--- src/rtl/mem_access_unit_pkg.sv ---
// Purpose: shared op encodings, FSM states and lane helpers for the MEM-stage access unit.
// Latency: n/a (types, constants and pure functions only).
// Backpressure: n/a.
package mem_access_unit_pkg;

    // Load op encodings on MEM_READ (6 and 7 decode as no-op)
    localparam logic [2:0] LD_NONE = 3'd0;
    localparam logic [2:0] LD_LB   = 3'd1;
    localparam logic [2:0] LD_LH   = 3'd2;
    localparam logic [2:0] LD_LW   = 3'd3;
    localparam logic [2:0] LD_LBU  = 3'd4;
    localparam logic [2:0] LD_LHU  = 3'd5;

    // Store op encodings on MEM_WRITE (4..7 decode as no-op)
    localparam logic [2:0] SO_NONE = 3'd0;
    localparam logic [2:0] SO_SB   = 3'd1;
    localparam logic [2:0] SO_SH   = 3'd2;
    localparam logic [2:0] SO_SW   = 3'd3;

    typedef enum logic [1:0] {
        S_IDLE   = 2'd0,
        S_ACCESS = 2'd1,
        S_DONE   = 2'd2
    } state_t;

    typedef struct packed {
        logic [31:0] data;
        logic [3:0]  be;
    } store_lanes_t;

    function automatic logic is_store(input logic [2:0] op);
        is_store = (op == SO_SB) || (op == SO_SH) || (op == SO_SW);
    endfunction

    function automatic logic is_load(input logic [2:0] op);
        is_load = (op == LD_LB) || (op == LD_LH) || (op == LD_LW) ||
                  (op == LD_LBU) || (op == LD_LHU);
    endfunction

    // Halfword ops need addr[0]=0, word ops need addr[1:0]=0
    function automatic logic op_misaligned(input logic [2:0] op, input logic store,
                                           input logic [1:0] a);
        logic half;
        logic word;
        half = store ? (op == SO_SH) : ((op == LD_LH) || (op == LD_LHU));
        word = store ? (op == SO_SW) : (op == LD_LW);
        op_misaligned = (half && a[0]) || (word && (a != 2'b00));
    endfunction

    // Replicate the store operand across all lanes; byte enables pick the live ones
    function automatic store_lanes_t store_align(input logic [2:0] op, input logic [31:0] d,
                                                 input logic [1:0] a);
        store_lanes_t s;
        s.data = '0;
        s.be   = '0;
        case (op)
            SO_SB: begin
                s.data = {4{d[7:0]}};
                s.be   = 4'b0001 << a;
            end
            SO_SH: begin
                s.data = {2{d[15:0]}};
                s.be   = 4'b0011 << {a[1], 1'b0};
            end
            SO_SW: begin
                s.data = d;
                s.be   = 4'b1111;
            end
            default: ;
        endcase
        store_align = s;
    endfunction

endpackage

--- src/rtl/mem_access_unit_load_data_align.sv ---
// Purpose: pick the addressed byte/half lane out of a raw memory word and extend it.
// Latency: combinational.
// Backpressure: none.
module mem_access_unit_load_data_align
    import mem_access_unit_pkg::*;
(
    input  logic [31:0] raw,
    input  logic [1:0]  offset,
    input  logic [2:0]  op,
    output logic [31:0] data
);

    logic [7:0]  byte_lane;
    logic [15:0] half_lane;

    // Lane select followed by sign/zero extension per load op
    always_comb begin
        byte_lane = raw[{offset, 3'b000} +: 8];
        half_lane = offset[1] ? raw[31:16] : raw[15:0];
        data      = '0;
        case (op)
            LD_LB:   data = {{24{byte_lane[7]}}, byte_lane};
            LD_LH:   data = {{16{half_lane[15]}}, half_lane};
            LD_LW:   data = raw;
            LD_LBU:  data = {24'd0, byte_lane};
            LD_LHU:  data = {16'd0, half_lane};
            default: data = '0;
        endcase
    end

endmodule

--- src/rtl/mem_access_unit.sv ---
// Purpose: MEM-stage controller: decodes load/store, aligns lanes, runs req/ack with data memory.
// Latency: 3 cycles minimum per access (issue, ACCESS until ACK or timeout, DONE).
// Backpressure: BUSY_WAIT stalls the pipeline from issue through the last ACCESS cycle.
module mem_access_unit
    import mem_access_unit_pkg::*;
#(
    parameter int ADDR_WIDTH     = 32,
    parameter int TIMEOUT_CYCLES = 255
) (
    input  logic                  CLK,
    input  logic                  RESET,
    input  logic [2:0]            MEM_READ,
    input  logic [2:0]            MEM_WRITE,
    input  logic [ADDR_WIDTH-1:0] ALU_RESULT,
    input  logic [31:0]           OUT2,
    output logic                  BUSY_WAIT,
    output logic [31:0]           READ_DATA,
    output logic                  MISALIGNED,
    output logic                  BUS_ERR,
    output logic                  DMEM_READ,
    output logic                  DMEM_WRITE,
    output logic [ADDR_WIDTH-3:0] DMEM_ADDRESS,
    output logic [31:0]           DMEM_WRITEDATA,
    output logic [3:0]            DMEM_BYTEEN,
    input  logic [31:0]           DMEM_READDATA,
    input  logic                  DMEM_ACK
);

    localparam int             CNT_W       = (TIMEOUT_CYCLES > 1) ? $clog2(TIMEOUT_CYCLES + 1) : 1;
    localparam logic [CNT_W:0] TIMEOUT_VAL = (CNT_W + 1)'(TIMEOUT_CYCLES);
    localparam logic           TIMEOUT_EN  = (TIMEOUT_CYCLES != 0);

    state_t                  state_q;
    state_t                  state_d;
    logic [CNT_W-1:0]        cnt_q;
    logic [CNT_W:0]          cnt_inc;
    logic                    wr_op;
    logic                    rd_op;
    logic                    misaligned_op;
    logic                    op_issue;
    logic                    timeout_hit;
    logic [1:0]              addr_lo;
    store_lanes_t            st_lanes;
    logic [31:0]             load_ext;

    logic                    dmem_read_q;
    logic                    dmem_write_q;
    logic [ADDR_WIDTH-3:0]   dmem_addr_q;
    logic [31:0]             wdata_q;
    logic [3:0]              be_q;
    logic [31:0]             read_data_q;
    logic [1:0]              lane_q;
    logic [2:0]              ld_op_q;
    logic                    bus_err_q;

    // A valid store takes priority; a load present alongside it is dropped
    assign addr_lo       = ALU_RESULT[1:0];
    assign wr_op         = is_store(MEM_WRITE);
    assign rd_op         = !wr_op && is_load(MEM_READ);
    assign misaligned_op = wr_op ? op_misaligned(MEM_WRITE, 1'b1, addr_lo)
                                 : (rd_op && op_misaligned(MEM_READ, 1'b0, addr_lo));
    assign op_issue      = (wr_op || rd_op) && !misaligned_op;
    assign st_lanes      = store_align(MEM_WRITE, OUT2, addr_lo);

    // cnt_inc is the number of ACCESS cycles completed at this edge
    assign cnt_inc     = {1'b0, cnt_q} + (CNT_W + 1)'(1);
    assign timeout_hit = TIMEOUT_EN && (state_q == S_ACCESS) && !DMEM_ACK &&
                         (cnt_inc == TIMEOUT_VAL);

    mem_access_unit_load_data_align u_load_align (
        .raw    (DMEM_READDATA),
        .offset (lane_q),
        .op     (ld_op_q),
        .data   (load_ext)
    );

    // State register
    always_ff @(posedge CLK or posedge RESET) begin
        if (RESET) begin
            state_q <= S_IDLE;
        end else begin
            state_q <= state_d;
        end
    end

    // Next state: DONE always falls back to IDLE so the same op is never re-issued
    always_comb begin
        state_d = state_q;
        case (state_q)
            S_IDLE:   if (op_issue) state_d = S_ACCESS;
            S_ACCESS: if (DMEM_ACK || timeout_hit) state_d = S_DONE;
            S_DONE:   state_d = S_IDLE;
            default:  state_d = S_IDLE;
        endcase
    end

    // Outputs: stall asserted combinationally on issue, released in DONE, forced low in reset
    always_comb begin
        BUSY_WAIT  = 1'b0;
        MISALIGNED = 1'b0;
        if (!RESET) begin
            BUSY_WAIT  = ((state_q == S_IDLE) && op_issue) || (state_q == S_ACCESS);
            MISALIGNED = misaligned_op;
        end
    end

    // Request, lane and timeout bookkeeping; request registers hold steady through ACCESS
    always_ff @(posedge CLK or posedge RESET) begin
        if (RESET) begin
            dmem_read_q  <= 1'b0;
            dmem_write_q <= 1'b0;
            dmem_addr_q  <= '0;
            wdata_q      <= '0;
            be_q         <= '0;
            read_data_q  <= '0;
            lane_q       <= '0;
            ld_op_q      <= LD_NONE;
            bus_err_q    <= 1'b0;
            cnt_q        <= '0;
        end else begin
            bus_err_q <= 1'b0;
            case (state_q)
                S_IDLE: begin
                    if (op_issue) begin
                        dmem_addr_q <= ALU_RESULT[ADDR_WIDTH-1:2];
                        lane_q      <= addr_lo;
                        cnt_q       <= '0;
                        if (wr_op) begin
                            dmem_write_q <= 1'b1;
                            wdata_q      <= st_lanes.data;
                            be_q         <= st_lanes.be;
                            ld_op_q      <= LD_NONE;
                        end else begin
                            dmem_read_q <= 1'b1;
                            be_q        <= 4'b0000;
                            ld_op_q     <= MEM_READ;
                        end
                    end
                end
                S_ACCESS: begin
                    cnt_q <= cnt_inc[CNT_W-1:0];
                    if (DMEM_ACK) begin
                        dmem_read_q  <= 1'b0;
                        dmem_write_q <= 1'b0;
                        if (ld_op_q != LD_NONE) read_data_q <= load_ext;
                    end else if (timeout_hit) begin
                        dmem_read_q  <= 1'b0;
                        dmem_write_q <= 1'b0;
                        bus_err_q    <= 1'b1;
                    end
                end
                default: ;
            endcase
        end
    end

    assign DMEM_READ      = dmem_read_q;
    assign DMEM_WRITE     = dmem_write_q;
    assign DMEM_ADDRESS   = dmem_addr_q;
    assign DMEM_WRITEDATA = wdata_q;
    assign DMEM_BYTEEN    = be_q;
    assign READ_DATA      = read_data_q;
    assign BUS_ERR        = bus_err_q;

endmodule

--- config.mk ---
export PLATFORM = sky130hd
export DESIGN_NAME = mem_access_unit
export DESIGN_NICKNAME = d
export VERILOG_FILES = /design/src/rtl/mem_access_unit_pkg.sv /design/src/rtl/mem_access_unit_load_data_align.sv /design/src/rtl/mem_access_unit.sv
export SDC_FILE = /design/constraint.sdc
export NUM_CORES = 1
export LEC_CHECK = 0
export ABC_CLOCK_PERIOD_IN_PS = 8900
export BUFFER_PORTS_ARGS = -buffer_cell sky130_fd_sc_hd__buf_2
export CAP_MARGIN = 30
export CORE_UTILIZATION = 54
export DETAILED_ROUTE_END_ITERATION = 8
export GPL_TIMING_DRIVEN = 0
export PLACE_DENSITY = 0.93
export SKIP_LAST_GASP = 1
export SLEW_MARGIN = 20
export SYNTH_ARGS = -nofsm -noshare
export SYNTH_HDL_FRONTEND = slang
export SYNTH_SLANG_ARGS = --single-unit
export TNS_END_PERCENT = 5
--- constraint.sdc ---
create_clock -name CLK -period 8.9 [get_ports CLK]
set_clock_uncertainty 0.05 [all_clocks]
set_input_delay 0.89 -clock CLK [delete_from_list [all_inputs] [get_ports CLK]]
set_output_delay 0.89 -clock CLK [all_outputs]
set_load 0.02 [all_outputs]
* Word level (Yosys, flattened, before mapping)
Index checks and enable logic that the tools add are counted.
Word-level totals: output and inout port bits 103, flip-flop bits (word level) 116
Cells by class: $add $sub $neg 1, shift-type cells 3, equality and inequality tests 20, multiplexer cells 24, reductions and logical operators 36
Operator list (count):
- $pmux W32 S5 | 1
- $pmux W36 S3 | 1
- $shiftx A32 B6 Y8 | 1
- $eq A3 B2 Y1 const B | 6
- $mux W16 | 1
- $pmux W8 S2 | 1
- $eq A3 B3 Y1 const B | 4
- $logic_or A1 B1 Y1 | 12
- $mux W1 | 12
- $logic_and A1 B1 Y1 | 10
- $add A8 B1 Y9 const B | 1
- $eq A3 B1 Y1 const B | 3
- $eq A9 B8 Y1 const B | 1
- $mux W8 | 1
- $reduce_and A4 Y1 | 2
- $ne A2 B2 Y1 const B | 3
- $reduce_and A2 Y1 | 3
- $reduce_and A3 Y1 | 2
- $mux W2 | 2
- $mux W4 | 1
- $pmux W1 S2 | 2
- $pmux W2 S2 | 1
- $reduce_bool A2 Y1 | 2
- $shl A1 B2 Y4 const A | 1
- other kinds (8) | 10

* Depth between registers and ports, before layout
Gate-level depths: netlist (run 1).
depth after elaboration 13, depth in mapped cells 8, mapped depth without buffers 6

* Cells and area by module
From an unflattened synthesis (run 1), not the netlist that was laid out.
Unflattened totals: cells, all modules 528, area total of the unflattened synthesis 5990.7 sq um
By module, submodules not included:
- mem_access_unit | area each 5141.2 sq um, cells an instance 404, times used 1
- mem_access_unit_load_data_align | area each 849.6 sq um, cells an instance 124, times used 1

* Worst setup path before layout (run 1)
Ideal clock, no wire load.
path type input port to output port, from in ALU_RESULT[1], to out BUSY_WAIT, data required time 7.960 ns, setup slack 5.943 ns, data arrival time 2.017 ns, path buffers 1, cell stages on the path 5, cell sequence clkbuf_2 -> a21o_1 -> a211oi_4 -> a21oi_1 -> nor2_1
On the way: longest elaborated chain between the ends 10
Ends and longest elaborated chain:
- start, declared | RTL line mem_access_unit.sv:14 | input logic [ADDR_WIDTH-1:0] ALU_RESULT,
- $reduce_bool A2 Y1 * | RTL line mem_access_unit_pkg.sv:47 | op_misaligned = (half && a[0]) || (word && (a != 2'b00));
- $logic_and A1 B1 Y1 | RTL line mem_access_unit_pkg.sv:47
- $logic_or A1 B1 Y1 | RTL line mem_access_unit_pkg.sv:47
- $logic_and A1 B1 Y1 | RTL line mem_access_unit.sv:61 | : (rd_op && op_misaligned(MEM_READ, 1'b0, addr_lo));
- $mux W1 * | RTL line mem_access_unit.sv:60 | assign misaligned_op = wr_op ? op_misaligned(MEM_WRITE, 1'b1, addr_lo)
- $logic_not A1 Y1 * | RTL line mem_access_unit.sv:62 | assign op_issue = (wr_op || rd_op) && !misaligned_op;
- $logic_and A1 B1 Y1 * | RTL line mem_access_unit.sv:62
- $logic_and A1 B1 Y1 * | RTL line mem_access_unit.sv:102 | BUSY_WAIT = ((state_q == S_IDLE) && op_issue) || (state_q == S_ACCESS);
- $logic_or A1 B1 Y1 * | RTL line mem_access_unit.sv:102
- $mux W1 * | RTL line mem_access_unit.sv:101 | if (!RESET) begin
- end, declared | RTL line mem_access_unit.sv:16 | output logic BUSY_WAIT,
Mark *: on every way between the ends. The rest lies on a longest branch, timed or not.

* Worst setup path after layout (run 1)
Same ends and word-level chain as after synthesis.

==> results of run 1 <==
-- report_power, final --
group	total, W	internal [W]	switching [W]	leakage (nW)
combinational	0.00121	0.000465	0.000747	1.99
clock	0.000699	0.000455	0.000244	0.287
sequential	0.000894	0.000748	0.000146	1.47
total	0.00281	0.00167	0.00114	3.75
-- worst paths after layout --
check | startpoint | cells past startpoint | end | slack (ns)
min in group CLK | DMEM_WRITEDATA[13] | 2 | DMEM_WRITEDATA[13] | 0.42
max reg2reg | lane_q[1] | 8 | READ_DATA[23] | 6.78
min reg2reg | DMEM_WRITEDATA[13] | 2 | DMEM_WRITEDATA[13] | 0.42
max | ALU_RESULT[1] | 6 | BUSY_WAIT | 5.75
min | RESET | 2 | DMEM_BYTEEN[3] | 0.36
max in group asynchronous | RESET | 3 | READ_DATA[8] | 7.75
-- per-layer routing --
layer  vias to the layer above  wire (um)  part of all wire (%)  track usage [%]
met4                         0        851                   4.8             17.8
li1                       2414          -                     -                -
met3                        87       1420                   7.9             8.53
met2                       365       9150                    51             56.2
met1                      2695       6470                    36             39.8
met5                         -          0                     0                0
-- metrics by stage --
stage	cell area (um^2)	instances	power [W]	hold WS, ns	setup slack (ns)
2_1_floorplan	5750	532	0.00168	0.500	4.89
3_3_place_gp	6940	871	0.00202	0.409	3.79
3_5_place_dp	6970	872	0.00208	0.412	5.80
4_1_cts	7580	904	0.00279	0.375	5.77
5_1_grt	7580	904	0.00293	0.395	5.65
6_report	7580	904	0.00281	0.362	5.75
-- logic make-up (layout without fill, tap and decap cells) --
family	count (synthesis)	after routing	share of synthesized area, %
AND/OR/NAND/NOR	122	122	10.6
adder cells (fa/ha/maj)	2	2	0.435
buffers and inverters	68	304	5.57
XOR/XNOR	4	4	0.609
multiplexers	59	59	11.5
AO/OA/AOI/OAI	161	161	20.8
flip-flops	116	116	50.4
-- area by class of cell --
| class | instances | area (um^2) |
|---|---|---|
| clock inverters | 8 | 123 |
| clock buffers | 24 | 480 |
| repair buffers | 204 | 1040 |
| inverters | 27 | 106 |
| fillers | 687 | 2750 |
| multi-input cells | 348 | 2530 |
| plain buffers | 41 | 219 |
| well taps | 136 | 170 |
| flip-flops and latches | 116 | 2900 |
-- critical path: cells and delay by family --
family	cells	cell delay (ns)
and+or+nand+nor	1	0.13
buffers and inverters	2	0.35
AOI/OAI and AO/OA	3	0.85
-- state kept, by name, summed over array words and instances (netlist names) --
name            cells
lane_q              2
cnt_q               8
DMEM_WRITEDATA     32
READ_DATA          32
DMEM_READ           1
DMEM_WRITE          1
ld_op_q             3
DMEM_ADDRESS       30
BUS_ERR             1
state_q             2
DMEM_BYTEEN         4
-- layout by cell type, fill, tap and decap left out, types with 3 or more instances in the layout --
cell,netlist,routed
a211o_1,4,4
a211oi_1,4,4
a21o_1,4,4
a21oi_1,21,21
a221o_1,16,16
a222oi_1,8,8
a22oi_1,29,29
a31oi_1,4,4
buf_2,12,215
buf_6,6,6
bufinv_16,0,3
clkbuf_1,19,22
clkbuf_16,0,16
clkbuf_8,0,5
clkinvlp_4,0,3
dfrtp_1,116,116
inv_1,26,25
mux2_2,54,54
nand2_1,58,58
nand2b_1,6,6
nand3_1,5,5
nand4_1,4,4
nor2_1,11,11
nor2b_1,15,15
nor3_1,8,8
o21ai_0,28,28
o221ai_1,8,8
o22ai_1,8,8
o31ai_1,9,9
==> impl_metrics.env, run 1 <==
export IMPL_cts_hold_buf=0
export IMPL_cts_sinks=116
export IMPL_antenna_found_initial=0
export IMPL_slew_violations=0
export IMPL_critPathRequiredTime_ns=7.96
export IMPL_period_share_pct=35.4
export IMPL_netlist_area_leader_share_pct=50.4
export IMPL_wirelength_mm=17.9
export IMPL_power_leakage_nw=3.75
export IMPL_overflow=0
export IMPL_ys_ff_latch=116
export IMPL_n_antenna_cell=0
export IMPL_fmax_ghz=0.318
export IMPL_slew_headroom_pct=39.3
export IMPL_crit_type="input port to output pin"
export IMPL_place_hpwl_mm=12.6
export IMPL_grt_pass1_vias=5570
export IMPL_synthTopCellsByArea="dfrtp_1, mux2_2, a22oi_1, nand2_1, a221o_1"
export IMPL_cp_arrival_ns=2.21
export IMPL_nNetsFinal=862
export IMPL_avgRoutedWirePerCell_um=19.8
export IMPL_initial_core_util_pct=55.7
export IMPL_tightest_slew_ns=0.904
export IMPL_drive_gt1_share_pct=41.5
export IMPL_drt_iter0_markers=787
export IMPL_synth_cell_type_count=64
export IMPL_syn_inst=532
export IMPL_grt_pass1_wl_mm=28.5
export IMPL_slowest_delay_ns=0.38
export IMPL_yosys_cell_count_top_type="dfrtp_1"
export IMPL_avgSynthCellArea_um2=10.8
export IMPL_htreeDepth=4
export IMPL_coreArea_um2=10300
export IMPL_cts_resized_gates=0
export IMPL_utilization_pct=73.4
export IMPL_yosys_most_used_dff="dfrtp_1"
export IMPL_path_clk_slew_ns=0.06
export IMPL_status="finished clean"
export IMPL_netlist_top_cells_count="dfrtp_1, nand2_1, mux2_2"
export IMPL_totalNegativeSetupSlack_ns=0
export IMPL_crit_path_top_delay_cell="a211oi_4"
export IMPL_detail_route_antenna_nets=0
export IMPL_io_pins=208
export IMPL_rsz0062_at_grt="false"
export IMPL_hold_violations=0
export IMPL_cts_buffer_depth=2
export IMPL_areaGrowthSynthToFinish_pct=31.7
export IMPL_vias=5561
export IMPL_ys_warn_count=0
export IMPL_port_buffers=203
export IMPL_ir_worst_vdd_mv=0.208
export IMPL_synth_edf_count=0
export IMPL_post_cts_setup_buffer_count=0
export IMPL_drc=0
export IMPL_firstDrtPassIters=9
export IMPL_startpoint_type="input port"
export IMPL_synth_area_leader_cell="dfrtp_1"
export IMPL_finalWorstPathRequiredPeriod_ns=3.15
export IMPL_insertion_delay_ns=0.53
export IMPL_rows=37
export IMPL_p_per_area_nw_per_um2=370
export IMPL_grt_max_degree=68
export IMPL_die_w_um=105
export IMPL_track_usage_pct=33.6
export IMPL_min_path_type="input port to asynchronous set/reset pin"
export IMPL_maxCapViolations=0
export IMPL_syn_area_um2=5750
export IMPL_ys_async_sr_fraction_pct=100
export IMPL_numCtsBuffers=17
export IMPL_dieArea_um2=11100
export IMPL_path_cells="clkbuf_2, a21o_1, a211oi_4, a21oi_1, nor2_1, buf_2"
export IMPL_root_buffer="clkbuf_8"
export IMPL_vias_per_cell=6.15
export IMPL_crit_fanout=9
export IMPL_die_y_um=105
export IMPL_place_gp_congestion=0.879
export IMPL_cts_tree="built"
export IMPL_ys_seq_area_share_pct=50.4
export IMPL_synthesis_nets=639
export IMPL_crit_path_end_kind="output pin"
export IMPL_setup_violations=0
Power figures use the tool's default switching activity.
==> run 2: changes to the inputs <==
--- a/config.mk
+++ b/config.mk
@@ -5,13 +5,14 @@
 export SDC_FILE = /design/constraint.sdc
 export NUM_CORES = 1
 export LEC_CHECK = 0
-export ABC_CLOCK_PERIOD_IN_PS = 8900
+export ABC_AREA = 1
+export ABC_CLOCK_PERIOD_IN_PS = 2650
 export BUFFER_PORTS_ARGS = -buffer_cell sky130_fd_sc_hd__buf_2
 export CAP_MARGIN = 30
-export CORE_UTILIZATION = 54
+export CORE_UTILIZATION = 45
 export DETAILED_ROUTE_END_ITERATION = 8
 export GPL_TIMING_DRIVEN = 0
-export PLACE_DENSITY = 0.93
+export PLACE_DENSITY = 0.84
 export SKIP_LAST_GASP = 1
 export SLEW_MARGIN = 20
 export SYNTH_ARGS = -nofsm -noshare
==> constraint.sdc (replaced) <==
create_clock -name CLK -period 2.65 [get_ports CLK]
set_clock_uncertainty 0.05 [all_clocks]
set_input_delay 0.265 -clock CLK [delete_from_list [all_inputs] [get_ports CLK]]
set_output_delay 0.265 -clock CLK [all_outputs]
set_load 0.02 [all_outputs]
==> run 2 against run 1 <==
  * Critical path depth up 2
  * Synthesized cell count up 32%
  * Clock power rose to 3.4 times the previous value
==> impl_metrics.env, run 2 <==
export IMPL_met1_length_mm=6.53
export IMPL_synth_top_family_by_area="simple AND/OR/NAND/NOR gates"
export IMPL_rsz0062_at_grt="false"
export IMPL_maxCapViolations=0
export IMPL_period_share_pct=83.2
export IMPL_min_path_type="input port to flop"
export IMPL_synthesis_nets=807
export IMPL_totalNegativeSetupSlack_ns=0
export IMPL_setup_violations=0
export IMPL_final_cell_mix="nand2_1, buf_2, dfrtp_1, o21ai_0, inv_1"
export IMPL_areaGrowthSynthToFinish_pct=39.7
export IMPL_wirelength_mm=16.2
export IMPL_numCtsBuffers=17
export IMPL_syn_area_um2=5620
export IMPL_tightest_slew_ns=0.650
export IMPL_slew_violations=0
export IMPL_ys_async_sr_fraction_pct=100
export IMPL_status="finished clean"
export IMPL_register_area_um2=2900
export IMPL_drt_iter0_markers=393
export IMPL_fin_ws_ns=0.445
export IMPL_crit_path_end_kind="output pin"
export IMPL_initial_core_util_pct=46.4
export IMPL_wl_met3_mm=1.42
export IMPL_insertion_delay_ns=0.41
export IMPL_cp_arrival_ns=1.89
export IMPL_critPathRequiredTime_ns=2.34
export IMPL_die_y_um=114
export IMPL_crit_path_top_delay_cell="dfrtp_1"
export IMPL_nFillCells=1061
export IMPL_port_buffers=207
export IMPL_cts_sinks=116
export IMPL_avgRoutedWirePerCell_um=14.2
export IMPL_vias=5713
export IMPL_root_buffer="clkbuf_16"
export IMPL_multi_input_area_um2=2270
export IMPL_path_common_cell="nor2_1"
export IMPL_drive_gt1_share_pct=30.5
export IMPL_muxShareOfSynthArea_pct=1.80
export IMPL_rows=40
export IMPL_top_layer="met5"
export IMPL_grt_pass1_vias=5432
export IMPL_place_hpwl_mm=12.0
export IMPL_layout_cells_non_filler=1137
export IMPL_syn_inst=700
export IMPL_detail_route_antenna_nets=0
export IMPL_cts_resized_gates=0
export IMPL_power_leakage_nw=4.15
export IMPL_io_pins=208
export IMPL_yosys_cell_count_top_type="nand2_1"
export IMPL_firstDrtPassIters=5
export IMPL_critical_path_top_delay_family="simple AND/OR/NAND/NOR gates"
export IMPL_overflow=0
export IMPL_ys_warn_count=0
export IMPL_grt_max_degree=32
export IMPL_dr_wl_met2_mm=7.74
export IMPL_avgSynthCellArea_um2=8.03
export IMPL_finalWorstPathRequiredPeriod_ns=2.20
export IMPL_crit_buf_inv=3
export IMPL_fmax_ghz=0.454
export IMPL_synthAdderAreaFrac_pct=0.445
export IMPL_crit_type="flop to output pin"
export IMPL_ir_worst_vdd_mv=0.649
export IMPL_cts_tree="built"
export IMPL_netlist_area_leader_share_pct=51.6
export IMPL_yosys_area_share_simple_pct=23.8
export IMPL_synthTopCellsByArea="dfrtp_1, nand2_1, o21ai_0, inv_1, nor2_1"
export IMPL_drc=0
export IMPL_synth_area_leader_cell="dfrtp_1"
export IMPL_utilization_pct=64.8
export IMPL_dieArea_um2=12900
export IMPL_path_clk_slew_ns=0.05
export IMPL_die_w_um=114
export IMPL_hold_violations=0
export IMPL_nNetsFinal=1063
export IMPL_vias_per_cell=5.02
export IMPL_dp_cells=1079
export IMPL_track_usage_pct=25.6
export IMPL_yosys_most_used_dff="dfrtp_1"
export IMPL_n_antenna_cell=0
export IMPL_crit_fanout=7
export IMPL_dpl_worst_slack_ns=0.713
export IMPL_place_gp_congestion=0.897
export IMPL_netlist_top_cells_count="nand2_1, dfrtp_1, o21ai_0"
export IMPL_ys_seq_area_share_pct=51.6
export IMPL_final_common_cell="nand2_1"
export IMPL_synth_cell_type_count=35
export IMPL_startpoint_type="flop"
export IMPL_path_cells="nor2_1, inv_1, nor2_2, nand3_2, nand2_2, inv_2, nor2_1, buf_2"
export IMPL_antenna_found_initial=1
export IMPL_synth_compound_area_share_pct=14.2
export IMPL_p_per_area_nw_per_um2=1210
export IMPL_cts_buffer_depth=2
export IMPL_synth_edf_count=0
export IMPL_synth_xor_area_share_pct=0.156
export IMPL_ys_ff_latch=116
export IMPL_slew_headroom_pct=56.4
export IMPL_htreeDepth=4
export IMPL_slowest_delay_ns=0.39
export IMPL_coreArea_um2=12100
export IMPL_grt_pass1_wl_mm=25.6
==> run 2: cell count changes in the layout (fill, tap and decap cells not counted), sizes merged, moves of 15 or more <==
| cell | before | now |
|---|---|---|
| nand2 | 58 | 275 |
| nand3 | 5 | 22 |
| nor2 | 11 | 36 |
| a221o | 16 | 0 |
| nor2b | 15 | 0 |
| mux2 | 56 | 9 |
| dlygate4sd3 | 0 | 26 |
| clkbuf | 44 | 22 |
| inv | 26 | 71 |
| o21ai | 29 | 81 |
| a21oi | 22 | 6 |
| a22oi | 29 | 9 |
==> run 2: stage by stage <==
step,power [W],hold WS [ns],area [um^2]
after detailed placement,0.00707,0.185,6960
final,0.00952,0.00827,7850
after floorplan,0.00568,0.288,5630
after global placement,0.00694,0.408,6870
after CTS,0.00956,0.00191,7850
after global routing,0.0101,0.0126,7850
==> run 2: power breakdown <==
part | internal [W] | switching [W]
logic | 0.00142 | 0.00272
clock network | 0.00158 | 0.000834
registers | 0.00254 | 0.000438
==> run 2: final cells by class <==
type	count	area share [%]
multi-input cells	484	29.0
flip-flops and latches	116	37.0
clock inverters	15	2.63
well taps	168	2.68
inverters	72	3.55
plain buffers	28	2.17
clock buffers	17	5.42
repair buffers	237	17.6
==> run 2: final timing paths <==
check	from	to	slack, ns	depth (start not counted)
min in group asynchronous	RESET	DMEM_WRITEDATA[2]	0.30	3
worst min register to register	DMEM_ADDRESS[22]	DMEM_ADDRESS[22]	0.42	2
worst min-delay path	ALU_RESULT[8]	DMEM_ADDRESS[6]	0.008	3
worst max register to register	cnt_q[0]	DMEM_WRITE	0.82	11
worst max-delay path	state_q[0]	BUSY_WAIT	0.45	8
max in group asynchronous	RESET	DMEM_ADDRESS[20]	1.19	7
==> run 2: worst min-delay path, cell delays in order <==
cell and delay, ns:
buf_2 0.07, nand2_1 0.04, nand2_1 0.05
==> run 2: kinds of logic (layout without fill, tap and decap cells) <==
logic type,after synthesis,count (layout)
buffers and inverters,100,369
flip-flops,116,116
XOR/XNOR,1,1
adder cells (fa/ha/maj),2,2
AND/OR/NAND/NOR,340,340
AO/OA/AOI/OAI,132,132
multiplexers,9,9
==> run 2: layer usage <==
layer	track usage, %	vias to the layer above
li1	-	2781
met1	29.6	2603
met2	43.5	285
met3	7.28	42
met4	12.9	2
met5	0	-
==> run 2: what timing repair did <==
action | CTS | global route
hold buffers | 26 | 0
buffers inserted | 0 | 0
endpoints found under the hold margin | 35 | 0
